File: src/rtl/bit_stuff.sv
// Serial bit stuffer: inserts a 0 after every run of six consecutive 1s on s_out
// and frames each packet with start_nrzi / done strobes for the NRZI encoder.
module bit_stuff (
  input  logic clk,
  input  logic rst_n,
  input  logic start_stuff,
  input  logic s_in,
  input  logic last_bit,
  output logic s_out,
  output logic stall,
  output logic start_nrzi,
  output logic done,
  output logic busy
);

  typedef enum logic [1:0] {
    IDLE  = 2'd0,
    SEND  = 2'd1,
    STUFF = 2'd2
  } state_e;

  localparam logic [2:0] MAX_ONES = 3'd6;

  state_e     state_q, state_d;
  logic       s_out_q, s_out_d;
  logic [2:0] ones_cnt_q, ones_cnt_d;
  logic       last_seen_q, last_seen_d;

  // A loaded 1 extends the run, a loaded 0 breaks it. The count only reaches 6
  // in SEND, which always diverts to STUFF before another load, so it cannot exceed 6.
  function automatic logic [2:0] next_cnt(input logic bit_in, input logic [2:0] cnt);
    return bit_in ? cnt + 3'd1 : 3'd0;
  endfunction

  // NOTE: every signal assigned here gets a default first, so no path can leave
  // one unassigned and infer a latch.
  always_comb begin
    state_d     = state_q;
    s_out_d     = s_out_q;
    ones_cnt_d  = ones_cnt_q;
    last_seen_d = last_seen_q;
    stall       = 1'b0;
    done        = 1'b0;
    start_nrzi  = 1'b0;

    unique case (state_q)
      IDLE: begin
        start_nrzi = start_stuff;
        if (start_stuff) begin
          s_out_d     = s_in;
          ones_cnt_d  = next_cnt(s_in, 3'd0);
          last_seen_d = last_bit;
          state_d     = SEND;
        end
      end

      SEND: begin
        if (ones_cnt_q == MAX_ONES) begin
          // Stuffing wins over ending, so a trailing run of six 1s is still broken.
          stall      = 1'b1;
          s_out_d    = 1'b0;
          ones_cnt_d = 3'd0;
          state_d    = STUFF;
        end else if (last_seen_q) begin
          done        = 1'b1;
          ones_cnt_d  = 3'd0;
          last_seen_d = 1'b0;
          state_d     = IDLE;
        end else begin
          s_out_d     = s_in;
          ones_cnt_d  = next_cnt(s_in, ones_cnt_q);
          last_seen_d = last_bit;
        end
      end

      STUFF: begin
        if (last_seen_q) begin
          done        = 1'b1;
          ones_cnt_d  = 3'd0;
          last_seen_d = 1'b0;
          state_d     = IDLE;
        end else begin
          s_out_d     = s_in;
          ones_cnt_d  = next_cnt(s_in, ones_cnt_q);
          last_seen_d = last_bit;
          state_d     = SEND;
        end
      end

      default: begin
        ones_cnt_d  = 3'd0;
        last_seen_d = 1'b0;
        state_d     = IDLE;
      end
    endcase
  end

  // NOTE: state flops use non-blocking assignments so every flop samples the
  // pre-edge values regardless of statement order.
  always_ff @(posedge clk or negedge rst_n) begin
    if (!rst_n) begin
      state_q     <= IDLE;
      s_out_q     <= 1'b0;
      ones_cnt_q  <= 3'd0;
      last_seen_q <= 1'b0;
    end else begin
      state_q     <= state_d;
      s_out_q     <= s_out_d;
      ones_cnt_q  <= ones_cnt_d;
      last_seen_q <= last_seen_d;
    end
  end

  assign s_out = s_out_q;
  assign busy  = (state_q != IDLE);

endmodule
File: config.mk
export PLATFORM = sky130hd
export DESIGN_NAME = bit_stuff
export DESIGN_NICKNAME = d
export VERILOG_FILES = /design/src/rtl/bit_stuff.sv
export SDC_FILE = /design/constraint.sdc
export NUM_CORES = 1
export LEC_CHECK = 0
export ABC_AREA = 1
export BUFFER_PORTS_ARGS = -buffer_cell sky130_fd_sc_hd__buf_2
export CAP_MARGIN = 30
export CORE_AREA = 3 3 40 42
export CTS_CLUSTER_DIAMETER = 100
export CTS_CLUSTER_SIZE = 8
export DETAILED_ROUTE_END_ITERATION = 12
export DIE_AREA = 0 0 43 45
export GPL_ROUTABILITY_DRIVEN = 1
export GPL_TIMING_DRIVEN = 0
export PLACE_DENSITY = 0.56
export SETUP_SLACK_MARGIN = 0.05
export SYNTH_ARGS = -nofsm -noshare
export SYNTH_HDL_FRONTEND = slang
export SYNTH_SLANG_ARGS = --single-unit
File: constraint.sdc
create_clock -name clk -period 1.7 [get_ports clk]
set_clock_uncertainty 0.2 [all_clocks]
set_input_delay 0.085 -clock clk [delete_from_list [all_inputs] [get_ports clk]]
set_output_delay 0.085 -clock clk [all_outputs]
set_load 0.03 [all_outputs]
==> impl_metrics.tcl <==
set metrics [dict create \
    status "finished clean" \
    final_common_cell "nand2_1" \
    p_per_area_mw_per_mm2 1470 \
    clkLatencyLatePin_ns 0.25 \
    synth_nets 84 \
    die_area_mm2 0.00194 \
    start_kind "flip-flop" \
    first_pass_iters 4 \
    core_area_mm2 0.00128 \
    grt_usage_pct 12.2 \
    path_buf_inv 4 \
    syn2layout_area_growth_pct 34.5 \
    worst_path_most_repeated_cell "nand2_2" \
    mostFrequentLayoutCells "nand2_1 (25), inv_1 (10), buf_2 (8)" \
    path_delay_family "buffers and inverters" \
    power.leakage_nw 0.424 \
    dp_hpwl_um 820 \
    yosysTopAreaCellShare_pct 34.0 \
    synth_cell_type_count 14 \
    finalCritPeriodShare_pct 95.5 \
    clk_pin_slew_ns 0.06 \
    netlist_instances 73 \
    holdWs_ns 0.00175 \
    pre_cts_slack_ns 0.200 \
    drive_gt1_share_pct 33.7 \
    maxSlewViolCount 0 \
    initial_utilization_pct 40.1 \
    cts_tree "done" \
    ys_seq_elements 7 \
    cp.required_ns 1.41 \
    viasPerCell 4.51 \
    cts.sinks 7 \
    ys_warn_count 0 \
    stdcell_area_um2 693 \
    grt_pass1_vias 431 \
    diodes 0 \
    finalHoldViolCount 0 \
    setup_ws_ns 0.0757 \
    finalWirelength_mm 1.08 \
    tightest_slew_ns 0.211 \
    die_x_um 43 \
    setup_violations 0 \
    port_buffers 9 \
    min_path_type "input port to async pin" \
    wire_per_inst_um 10.0 \
    slowest_delay_ns 0.39 \
    max_freq_mhz 616 \
    globalplace.congestion 0.760 \
    synth_area_leaders "dfrtp_1 (34%), nand2_1 (18%), ha_1 (15%), inv_1 (8.7%), nand2_2 (7.3%)" \
    grt_max_degree 8 \
    grt-ovfl-total 0 \
    power_mw 1.02 \
    period_needed_ns 1.62 \
    ys_seq_area_share_pct 34.0 \
    slew_headroom_pct 85.9 \
    drc_errors 0 \
    cp-end-kind "output port" \
    row_count 13 \
    cap_violations 0 \
    worstPathCellList "buf_4 -> ha_1 -> inv_2 -> nand2_2 -> nand2_2 -> inv_1 -> buf_6" \
    path_max_fanout 3 \
    clockBufferDepth 2 \
    fin_setup_tns_ns 0 \
    synthesis.area_um2 515 \
    cts_buffers 3 \
    place_area_um2 579 \
    ir_worst_vdd_v 0.000535 \
    ant_nets 0 \
    die_h_um 45 \
    synth_top_area_cell "dfrtp_1" \
    num_vias 483 \
    critPathSlowestCell "dfrtp_1" \
    syn_area_per_cell_um2 7.06 \
    rsz0062_at_grt "true" \
    root_buffer "clkbuf_4" \
    grt_pass1_wl_mm 1.73 \
    ioPinCount 10 \
    crit_arrival_ns 1.34 \
    antenna_found_initial 0 \
    ctsHtreeMaxLevel 1 \
    fin_nets 104 \
    criticalPathCategory "flip-flop to output port" \
    first_iter_violations 6 \
]
-- registers in the layout, summed over array words and instances (netlist names) --
register     count
ones_cnt_q       3
state_q          2
last_seen_q      1
s_out            1
-- per-stage QoR --
step | instances | util, %
4_1_cts | 107 | 53.2
2_1_floorplan | 73 | -
3_3_place_gp | 97 | 45.1
6_report | 107 | 53.9
3_5_place_dp | 97 | 45.1
5_1_grt | 107 | 53.9
-- final timing paths --
kind | from | end | slack (ns) | depth (start not counted)
worst max-delay path | state_q[1]$_DFFE_PN0P_ | done | 0.08 | 7
worst min-delay path | rst_n | state_q[0]$_DFFE_PN0P_ | 0.002 | 2
worst max register to register | state_q[0]$_DFFE_PN0P_ | ones_cnt_q[1]$_DFFE_PN0N_ | 0.26 | 7
worst min register to register | s_out$_DFFE_PN0P_ | s_out$_DFFE_PN0P_ | 0.26 | 2
max in group asynchronous | rst_n | ones_cnt_q[1]$_DFFE_PN0N_ | 1.13 | 2
min in group clk | s_in | ones_cnt_q[0]$_DFFE_PN0N_ | 0.01 | 5
-- layer usage --
layer  GRT usage, %  wire, um  vias up
li1               -         -      254
met1           15.7       506      221
met2           19.2       518        6
met3           2.39        38        2
met4           7.23        11        0
met5              0         0        -
-- layout make-up --
| class | count | area (um2) |
|---|---|---|
| Fill cell | 137 | 592 |
| Multi-Input combinational cell | 50 | 308 |
| Timing Repair Buffer | 15 | 105 |
| Sequential cell | 7 | 175 |
| Inverter | 16 | 60.1 |
| Tap cell | 15 | 18.8 |
| Clock buffer | 4 | 26.3 |
-- logic make-up after synthesis --
logic type	share of synthesized area (%)
and+or+nand+nor	34.2
xor gates and xnor gates	1.70
DFF	34.0
buffers and inverters	11.6
AOI/OAI and AO/OA	3.88
adders and majority gates	14.6
-- cell usage after synthesis --
cell type   n
a21oi_1     1
clkinv_1    1
inv_1      12
nand2_1    25
dfrtp_1     7
nor2_1      1
ha_1        6
xor2_1      1
nand2_2     6
nor2_4      1
inv_2       3
o21ai_1     2
nand3_1     6
o21ai_0     1
-- report_power, final --
part	switching (mW)	total (mW)	internal, mW
clock	0.0613	0.151	0.0896
sequential	0.0505	0.270	0.219
combinational	0.350	0.599	0.249
-- what timing repair did --
item,in CTS,in global routing
endpoints found under the setup margin,2,1
setup buffers,4,0
gates resized for setup,6,3
hold endpoints to repair,8,0
cloned,0,0
pin swaps,0,1
hold buffers,2,0
No activity file was read; power rests on OpenSTA's default activity.
